===== src/rtl/led_pkg.sv =====
// Shared types and constants for the cartridge LED arbiter.
package led_pkg;

   localparam int ERR_CODE_W = 4;

   typedef enum logic [1:0] {
      OWN_IDLE  = 2'd0,
      OWN_ACT   = 2'd1,
      OWN_BLINK = 2'd2,
      OWN_ERR   = 2'd3
   } LED_OWNER_t;

   typedef enum logic [2:0] {
      ST_IDLE    = 3'd0,
      ST_ACT     = 3'd1,
      ST_BLINK   = 3'd2,
      ST_ERR_ON  = 3'd3,
      ST_ERR_OFF = 3'd4,
      ST_ERR_GAP = 3'd5
   } LED_FSM_t;

   // Largest of three durations, used to size the shared sequence timer.
   function automatic int max3(input int a, input int b, input int c);
      int m;
      m = (a > b) ? a : b;
      return (m > c) ? m : c;
   endfunction

endpackage


===== src/rtl/led_timer.sv =====
// Loadable down-counter that holds at zero. Next_o exposes the value the
// counter takes at the coming edge so callers can register outputs that
// line up with the new count.
module led_timer
   import led_pkg::*;
#(
   parameter int WIDTH = 8
) (
   input  logic             CLK,
   input  logic             RESET_n,
   input  logic             Load_i,
   input  logic [WIDTH-1:0] Value_i,
   input  logic             Dec_i,
   output logic [WIDTH-1:0] Next_o,
   output logic             Zero_o
);

   logic [WIDTH-1:0] count_q, count_d;

   // Load has priority over decrement; decrement stops at zero.
   always_comb begin
      count_d = count_q;
      if (Load_i) begin
         count_d = Value_i;
      end else if (Dec_i && (count_q != '0)) begin
         count_d = count_q - 1'b1;
      end
   end

   // Count register.
   always_ff @(posedge CLK or negedge RESET_n) begin
      if (!RESET_n) begin
         count_q <= '0;
      end else begin
         count_q <= count_d;
      end
   end

   assign Next_o = count_d;
   assign Zero_o = (count_q == '0);

endmodule


===== src/rtl/led_arbiter.sv =====
// Cartridge LED arbiter: fixed priority ERR > BLINK > ACT over one LED.
// Optional feature macro: LED_PWM_DIM_EN adds DimLevel_i and PWM dimming
// of the activity indication; without it activity is full brightness.
module led_arbiter
   import led_pkg::*;
#(
   parameter int  NUM_SRC    = 2,
   parameter int  DELAY      = 21_480_000,
   parameter int  BLINK      = 2_148_000,
   parameter int  CODE_PULSE = 5_370_000,
   parameter int  CODE_GAP   = 21_480_000,
   parameter int  PWM_BITS   = 4,
   localparam int SRC_W      = (NUM_SRC > 1) ? $clog2(NUM_SRC) : 1
) (
   input  logic                  CLK,
   input  logic                  RESET_n,
   input  logic [NUM_SRC-1:0]    ActReq_i,
   input  logic                  BlinkReq_i,
   input  logic                  ErrValid_i,
   input  logic [ERR_CODE_W-1:0] ErrCode_i,
   input  logic                  ErrClear_i,
`ifdef LED_PWM_DIM_EN
   input  logic [PWM_BITS-1:0]   DimLevel_i,
`endif
   output logic                  LedPort_o,
   output LED_OWNER_t            Owner_o,
   output logic [SRC_W-1:0]      ActSrc_o,
   output logic                  ErrActive_o
);

   localparam int STR_W = $clog2(DELAY + 1);
   localparam int SEQ_W = $clog2(max3(BLINK, CODE_PULSE, CODE_GAP) + 1);
   // Sequence timer reload values count the remaining cycles of a phase.
   localparam logic [SEQ_W-1:0] BLINK_LD  = SEQ_W'(BLINK - 1);
   localparam logic [SEQ_W-1:0] PULSE_LD  = SEQ_W'(CODE_PULSE - 1);
   localparam logic [SEQ_W-1:0] GAP_LD    = SEQ_W'(CODE_GAP - 1);
   // Blink phase = BLINK-1-count, so "phase < BLINK/2" becomes this bound.
   localparam logic [SEQ_W-1:0] BLINK_MIN = SEQ_W'(BLINK - BLINK / 2);

   LED_FSM_t              state_q, state_d;
   logic                  led_q, led_d;
   logic [SRC_W-1:0]      act_src_q, act_src_d;
   logic                  err_active_q, err_active_d;
   logic [ERR_CODE_W-1:0] code_q, code_d;
   logic [ERR_CODE_W-1:0] pulses_q, pulses_d;
   logic [STR_W-1:0]      stretch_next;
   logic                  stretch_zero_unused;
   logic                  seq_load, seq_dec, seq_zero;
   logic [SEQ_W-1:0]      seq_value, seq_next;

   led_timer #(.WIDTH(STR_W)) u_stretch (
      .CLK     (CLK),
      .RESET_n (RESET_n),
      .Load_i  (|ActReq_i),
      .Value_i (STR_W'(DELAY)),
      .Dec_i   (1'b1),
      .Next_o  (stretch_next),
      .Zero_o  (stretch_zero_unused)
   );

   led_timer #(.WIDTH(SEQ_W)) u_seq (
      .CLK     (CLK),
      .RESET_n (RESET_n),
      .Load_i  (seq_load),
      .Value_i (seq_value),
      .Dec_i   (seq_dec),
      .Next_o  (seq_next),
      .Zero_o  (seq_zero)
   );

   // Error latch: clear beats a same-cycle valid; code 0 is ignored.
   always_comb begin
      err_active_d = err_active_q;
      code_d       = code_q;
      if (ErrClear_i) begin
         err_active_d = 1'b0;
      end else if (ErrValid_i && (ErrCode_i != '0)) begin
         err_active_d = 1'b1;
         code_d       = ErrCode_i;
      end
   end

   // Activity source: lowest set index wins, otherwise keep the last one.
   always_comb begin
      act_src_d = act_src_q;
      for (int i = NUM_SRC - 1; i >= 0; i--) begin
         if (ActReq_i[i]) begin
            act_src_d = SRC_W'(i);
         end
      end
   end

   // Arbitration and phase sequencing, re-evaluated every cycle.
   always_comb begin
      state_d   = state_q;
      pulses_d  = pulses_q;
      seq_load  = 1'b0;
      seq_dec   = 1'b0;
      seq_value = PULSE_LD;
      if (err_active_d) begin
         if (!err_active_q) begin
            state_d  = ST_ERR_ON;
            seq_load = 1'b1;
            pulses_d = code_d;
         end else begin
            case (state_q)
               ST_ERR_ON: begin
                  if (seq_zero) begin
                     seq_load = 1'b1;
                     if (pulses_q <= ERR_CODE_W'(1)) begin
                        state_d   = ST_ERR_GAP;
                        seq_value = GAP_LD;
                     end else begin
                        state_d  = ST_ERR_OFF;
                        pulses_d = pulses_q - 1'b1;
                     end
                  end else begin
                     seq_dec = 1'b1;
                  end
               end
               ST_ERR_OFF: begin
                  if (seq_zero) begin
                     state_d  = ST_ERR_ON;
                     seq_load = 1'b1;
                  end else begin
                     seq_dec = 1'b1;
                  end
               end
               ST_ERR_GAP: begin
                  // A code stored during the sequence is picked up only here.
                  if (seq_zero) begin
                     state_d  = ST_ERR_ON;
                     seq_load = 1'b1;
                     pulses_d = code_d;
                  end else begin
                     seq_dec = 1'b1;
                  end
               end
               default: begin
                  state_d  = ST_ERR_ON;
                  seq_load = 1'b1;
                  pulses_d = code_d;
               end
            endcase
         end
      end else if (BlinkReq_i) begin
         state_d   = ST_BLINK;
         seq_value = BLINK_LD;
         if ((state_q != ST_BLINK) || seq_zero) begin
            seq_load = 1'b1;
         end else begin
            seq_dec = 1'b1;
         end
      end else if (stretch_next != '0) begin
         state_d = ST_ACT;
      end else begin
         state_d = ST_IDLE;
      end
   end

`ifdef LED_PWM_DIM_EN
   logic [PWM_BITS-1:0] pwm_q;

   // Free-running dimming counter.
   always_ff @(posedge CLK or negedge RESET_n) begin
      if (!RESET_n) begin
         pwm_q <= '0;
      end else begin
         pwm_q <= pwm_q + 1'b1;
      end
   end
`else
   logic pwm_bits_unused;
   assign pwm_bits_unused = (PWM_BITS > 0);
`endif

   // LED level for the state being entered, so LED and state change together.
   always_comb begin
      led_d = 1'b0;
      case (state_d)
         ST_ERR_ON: led_d = 1'b1;
         ST_BLINK:  led_d = (seq_next >= BLINK_MIN);
`ifdef LED_PWM_DIM_EN
         ST_ACT:    led_d = (pwm_q < DimLevel_i);
`else
         ST_ACT:    led_d = 1'b1;
`endif
         default:   led_d = 1'b0;
      endcase
   end

   // State and output registers.
   always_ff @(posedge CLK or negedge RESET_n) begin
      if (!RESET_n) begin
         state_q      <= ST_IDLE;
         led_q        <= 1'b0;
         act_src_q    <= '0;
         err_active_q <= 1'b0;
         code_q       <= '0;
         pulses_q     <= '0;
      end else begin
         state_q      <= state_d;
         led_q        <= led_d;
         act_src_q    <= act_src_d;
         err_active_q <= err_active_d;
         code_q       <= code_d;
         pulses_q     <= pulses_d;
      end
   end

   // Owner is a direct decode of the current state.
   always_comb begin
      case (state_q)
         ST_ACT:                            Owner_o = OWN_ACT;
         ST_BLINK:                          Owner_o = OWN_BLINK;
         ST_ERR_ON, ST_ERR_OFF, ST_ERR_GAP: Owner_o = OWN_ERR;
         default:                           Owner_o = OWN_IDLE;
      endcase
   end

   assign LedPort_o   = led_q;
   assign ActSrc_o    = act_src_q;
   assign ErrActive_o = err_active_q;

endmodule


===== config.mk =====
export PLATFORM = sky130hd
export DESIGN_NAME = led_arbiter
export DESIGN_NICKNAME = d
export VERILOG_FILES = /design/src/rtl/led_pkg.sv /design/src/rtl/led_timer.sv /design/src/rtl/led_arbiter.sv
export SDC_FILE = /design/constraint.sdc
export NUM_CORES = 1
export LEC_CHECK = 0
export CAP_MARGIN = 40
export CORE_MARGIN = 2
export CORE_UTILIZATION = 46
export DETAILED_ROUTE_END_ITERATION = 6
export SLEW_MARGIN = 10
export SYNTH_ARGS = -nofsm -noshare
export SYNTH_HDL_FRONTEND = slang
export SYNTH_SLANG_ARGS = --single-unit

===== constraint.sdc =====
create_clock -name CLK -period 3.9 [get_ports CLK]
set_clock_uncertainty 0.1 [all_clocks]
set_input_delay 0.78 -clock CLK [delete_from_list [all_inputs] [get_ports CLK]]
set_output_delay 0.78 -clock CLK [all_outputs]
set_load 0.01 [all_outputs]

**Yosys cells after proc, flatten, opt, wreduce, memory -nomap -nowiden**

Cells that the tools add are included.

- Input bits: 11
- Word-level logic and storage cells: 83
- Register bits after elaboration: 64

- Order comparisons: 2
- Multiplexer cells: 43
- Equal/unequal tests: 13
- Add/subtract/negate cells: 3
- Reductions and logical operators: 14

Operator list:

| operator | number |
|---|---|
| 25-bit two-way mux | 9 |
| 25-bit nonzero test | 3 |
| 25-bit by 1-bit subtractor with 25-bit output, second input constant | 2 |
| 25-bit by 21-bit >= comparator with 1-bit output, second input constant | 1 |
| 25-bit logical NOT | 1 |
| 4-bit two-way mux | 6 |
| 23-bit two-way mux | 1 |
| 1-bit two-way mux | 18 |
| 3-bit by 2-bit equality test with 1-bit output, second input constant | 4 |
| 3-bit two-way mux | 4 |
| 4-bit case mux with 3 select lines | 1 |
| 3-bit inequality test, second input constant | 3 |
| 3-bit by 1-bit equality test with 1-bit output, second input constant | 2 |
| 3-bit equality test, second input constant | 2 |
| 2-bit case mux with 3 select lines | 1 |
| 3-bit case mux with 2 select lines | 1 |
| 2-bit OR reduction | 3 |
| 5-bit AND reduction | 1 |
| 4-bit by 1-bit less-or-equal comparator with 1-bit output, second input constant | 1 |
| 4-bit nonzero test | 1 |
| 4-bit by 1-bit subtractor with 4-bit output, second input constant | 1 |
| 3-bit by 2-bit inequality test with 1-bit output, second input constant | 1 |
| 3-bit OR reduction | 1 |
| 1-bit logical AND | 2 |
| 5 further kinds | 5 |

**Depth between registers and ports, before layout**

- Depth after elaboration: 10
- Gate-level depth with buffers: 12

**By module**

Synthesis repeated with hierarchy kept, for this count alone.

- Cells, all modules: 446
- Area total of the unflattened synthesis: 4083.9 µm²

By module, submodules not included:

| module | sequential area each (µm²) | cells each | area each (µm²) | instances |
|---|---|---|---|---|
| led_timer | 625.6 | 167 | 1536.5 | 2 |
| led_arbiter | 350.3 | 112 | 1011.0 | 1 |

**Least setup slack after synthesis**

No wires, ideal clock.

- Path type: input to register
- Start: in ErrCode_i[0]
- End: reg led_q, in the netlist LedPort_o
- Setup time: 0.134 ns
- Arrival: 3.170 ns
- Path buffers: 1
- Cell stages on the path: 10
- Setup slack: 0.496 ns
- Path through: nor4_1 o21a_1 a32oi_1 clkbuf_1 nor4_1 xnor2_1 nand2_1 o41a_1 nor4_2 a211oi_2

- Cells in the longest elaborated chain, start to end: 10
- Elaborated cells between the ends (all ways): 17
- Those cells by class: order compare (1); eq/ne (3); mux (9); reduce/logical (4)

RTL lines:

| item | RTL line | text |
|---|---|---|
| start, declared | led_arbiter.sv:20 | `input logic [ERR_CODE_W-1:0] ErrCode_i,` |
| 4-bit nonzero test (*) | led_arbiter.sv:77 | `end else if (ErrValid_i && (ErrCode_i != '0)) begin` |
| 1-bit logical AND (*) | led_arbiter.sv:77 |  |
| 1-bit two-way mux (*) | led_arbiter.sv:77 |  |
| 1-bit two-way mux (*) | led_arbiter.sv:75 | `if (ErrClear_i) begin` |
| 1-bit two-way mux | led_arbiter.sv:100 | `if (err_active_d) begin` |
| 1-bit logical AND | led_timer.sv:25 | `end else if (Dec_i && (count_q != '0)) begin` |
| 25-bit two-way mux | led_timer.sv:25 |  |
| 25-bit two-way mux (*) | led_timer.sv:23 | `if (Load_i) begin` |
| net seq_next[15] | led_arbiter.sv:49 | `logic [SEQ_W-1:0] seq_value, seq_next;` |
| 25-bit by 21-bit >= comparator with 1-bit output (*) | led_arbiter.sv:182 | `ST_BLINK: led_d = (seq_next >= BLINK_MIN);` |
| 1-bit case mux with 2 select lines (*) | led_arbiter.sv:180 | `case (state_d)` |
| net led_d | led_arbiter.sv:41 | `logic led_q, led_d;` |
| end signal, assigned | led_arbiter.sv:203 | `led_q <= led_d;` |
| end, declared | led_arbiter.sv:41 |  |

Mark *: on every way through the listed nets, which the timed path passes. The rest lies on a longest branch.
A chain may end at the register's enable or synchronous reset.

**Worst setup path in the final report**

- Start: reg u_seq.count_q[17]
- End: reg led_q, in the netlist LedPort_o

- Cells in the longest elaborated chain, start to end: 10
- Elaborated cells between the ends (all ways): 34
- Those cells by class: add/sub (1); order compare (1); eq/ne (3); mux (24); reduce/logical (5)

RTL lines:

| item | RTL line | text |
|---|---|---|
| start, declared | led_timer.sv:18 | `logic [WIDTH-1:0] count_q, count_d;` |
| start signal, assigned | led_timer.sv:35 | `count_q <= count_d;` |
| parallel branches: the longest is 9 deep, another holds 25-bit by 1-bit subtractor with 25-bit output | - |  |
| 1-bit case mux with 2 select lines (*) | led_arbiter.sv:180 |  |
| net led_d | led_arbiter.sv:41 |  |

Mark *: on every way through the listed nets, which the timed path passes.

==> reports/qor.tcl <==
set qor(run_status) {finished clean}
set qor(fmax_ghz) 0.274
set qor(final_setup_fails) 0
set qor(die_footprint_sq_um) 9510
set qor(final_common_cell) {sky130_fd_sc_hd__dfrtp_1}
set qor(dp.final_hpwl_um) 7460
set qor(core_area_sq_um) 8590
set qor(first_pass_iters) 4
set qor(finalCritPeriodShare_pct) 93.5
set qor(critPathLaunchType) {register}
set qor(die_w_um) 97.5
set qor(timing.critical_path.slowest_stage_cell) {sky130_fd_sc_hd__or4_4}
set qor(cts_inserted_buffers) 9
set qor(largest_net_degree_at_the_start_of_global_routing) 48
set qor(peakVddDrop_uv) 147
set qor(clock_tree_from_tritoncts) {yes}
set qor(cts_max_level) 3
set qor(die_y_extent_um) 97.5
set qor(synth_top_area_share_pct) 39.8
set qor(synth-edff-count) 0
set qor(wirelength_um) 10100
set qor(pin_count) 16
set qor(total_negative_setup_slack_ns) 0
set qor(critical_path_class) {register to register}
set qor(clock_latency_at_the_later_pin_of_the_worst_skew_pair_ns) 0.35
set qor(worst_hold_slack_ns) 0.248
set qor(placed_area_sq_um) 4410
set qor(syn-instance-count) 450
set qor(final-max-slew-violation-count) 0
set qor(holdCritPathClass) {primary input to async pin}
set qor(cts_max_path_buffers) 2
set qor(tritoncts_num_sinks) 64
set qor(fin_nets) 503
set qor(wl_cell_um) 16.8
set qor(grt_usage_pct) 22.5
set qor(grt_antenna_before_repair) 0
set qor(grt_overflow_total) 0
set qor(most-common-layout-cells) {sky130_fd_sc_hd__dfrtp_1, sky130_fd_sc_hd__nor2_1, sky130_fd_sc_hd__nand2_1, sky130_fd_sc_hd__nor3_1, sky130_fd_sc_hd__xnor2_1}
set qor(power.density_cell_area_nw_per_um2) 360
set qor(route.vias.total) 3525
set qor(yosys_register_bits) 64
set qor(cts_root_buffer) {sky130_fd_sc_hd__clkbuf_8}
set qor(syn_avg_cell_area_sq_um) 8.94
set qor(areaGrowthSynthToFinish_pct) 14.6
set qor(final_antenna_net_count) 0
set qor(synthTopCellsByArea) {sky130_fd_sc_hd__dfrtp_1, sky130_fd_sc_hd__xnor2_1, sky130_fd_sc_hd__nor2_1}
set qor(avgViaCountPerCell) 5.88
set qor(leakagePower_uw) 0.00178
set qor(power_uw) 1660
set qor(setup_repair_after_global_routing_missed_its_margin) {false}
set qor(drt-initial-drc-count) 170
set qor(cts.repair_timing.setup_buffer_count) 0
set qor(vias_in_the_first_global_route) 3517
set qor(grt_first_pass_wirelength_um) 17400
set qor(ys_async_sr_fraction_pct) 100
set qor(worst_path_largest_cell_delay_ns) 0.65
set qor(finish.instance_area_sq_um) 4610
set qor(cp_cell_sequence) {or3_1 -> or4b_4 -> or4_4 -> or3_4 -> nand2_4 -> a311oi_1 -> o41a_1 -> nor4_2 -> a211oi_2}
set qor(critPathArrivalTime_ns) 3.77
set qor(layout-drive-gt1-share_pct) 12.6
set qor(finalWeightedCongestion) 0.919
set qor(synth_area_sq_um) 4020
set qor(synthesis.nets) 467
set qor(synth_largest_area_cell) {sky130_fd_sc_hd__dfrtp_1}
set qor(cts-hold-fix-buffers) 0
set qor(finish.utilization_pct) 53.6
set qor(synth-main-ff-cell) {sky130_fd_sc_hd__dfrtp_1}
set qor(finalHoldViolCount) 0
set qor(num_antenna_cells) 0
set qor(yosysSeqAreaShare_pct) 39.8
set qor(synth_warnings) 0
set qor(worst-path-max-fanout) 13
set qor(remaining_drc_errors) 0
set qor(max_slew.worst_pin.slew_ns) 0.802
set qor(layout_min_cycle_time_ns) 3.65
set qor(timing.critical_path.to_type) {register}
set qor(clk_pin_slew_ns) 0.08
set qor(cts_repair_resize_count) 0
set qor(site_row_count) 34
set qor(numPortBuffers) 15
set qor(required_time_of_the_worst_setup_path_ns) 4.02
set qor(timing.slew.headroom_pct) 46.1
set qor(floorplan.initialDensity_pct) 46.8
set qor(maxCapViolCount) 0
set qor(yosys_cell_types) 67
[flip-flops by register name, indices dropped and copies added, names as in the netlist]
name               count
code_q                 4
u_stretch.count_q     25
ActSrc_o               1
ErrActive_o            1
state_q                3
pulses_q               4
LedPort_o              1
u_seq.count_q         25
[per-stage QoR]
stage,instances,setup WS [ns]
finish,599,0.254
global placement,583,0.155
global route,599,0.121
detailed placement,583,0.0439
floorplan,450,0.496
CTS,599,0.254
[layer usage]
layer | vias up | GRT usage, % | part of all wire (%)
met2 | 68 | 36.0 | 47
met3 | 19 | 4.32 | 3.8
li1 | 1748 | - | -
met4 | 0 | 8.65 | 2.2
met1 | 1690 | 30.2 | 47
met5 | - | 0 | 0
[cells in the mapped netlist (all sizes together), types with 5 or more instances]
cell type	number
or4	13
o211ai	6
nand2b	8
ha	6
nor4	23
nand3	13
inv	13
dfrtp	64
nand2	41
nand3b	6
buf	5
or3	11
o21ai	25
a21oi	12
xor2	8
a31oi	6
nor3	29
xnor2	26
and3	6
clkbuf	9
nor2	55
[kinds of logic (layout without fill, tap and decap cells)]
logic type	count (synthesis)	after routing	synth area share (%)
muxes	6	6	1.62
buffers and inverters	27	68	2.95
DFF	64	64	39.8
xor gates and xnor gates	34	34	7.40
AOI/OAI and AO/OA	87	87	15.4
adders and majority gates	6	6	1.87
and+or+nand+nor	226	226	30.9
[critical path: cells and delay by family (launching register included)]
| kind | cells | cell delay [ns] |
|---|---|---|
| AO/OA/AOI/OAI | 3 | 0.50 |
| flip-flops | 1 | 0.43 |
| AND/OR/NAND/NOR | 6 | 2.50 |
[power by group]
part           internal (uW)  switching (uW)  total, uW
clock network            309             271        581
registers                715            55.2        770
logic                    133             176        309
[final cells by class]
class / instances / area [sq um]
clock buffers: 10 / 138
clock inverters: 6 / 58.8
fillers: 824 / 3980
inverters: 13 / 48.8
multi-input cells: 359 / 2300
flip-flops and latches: 64 / 1600
well taps: 108 / 135
repair buffers: 39 / 325
[worst paths after layout]
kind	slack (ns)	depth (start not counted)	end	from
min reg2reg	0.41	2	ActSrc_o$_DFFE_PN0N_	ActSrc_o$_DFFE_PN0N_
min	0.25	1	u_seq.count_q[2]$_DFF_PN0_	RESET_n
min in group CLK	0.41	2	ActSrc_o$_DFFE_PN0N_	ActSrc_o$_DFFE_PN0N_
max reg2reg	0.25	9	LedPort_o$_DFF_PN0_	u_seq.count_q[17]$_DFF_PN0_
max	0.25	9	LedPort_o$_DFF_PN0_	u_seq.count_q[17]$_DFF_PN0_
max in group asynchronous	2.49	2	u_seq.count_q[20]$_DFF_PN0_	RESET_n
Power figures use the tool's default switching activity.
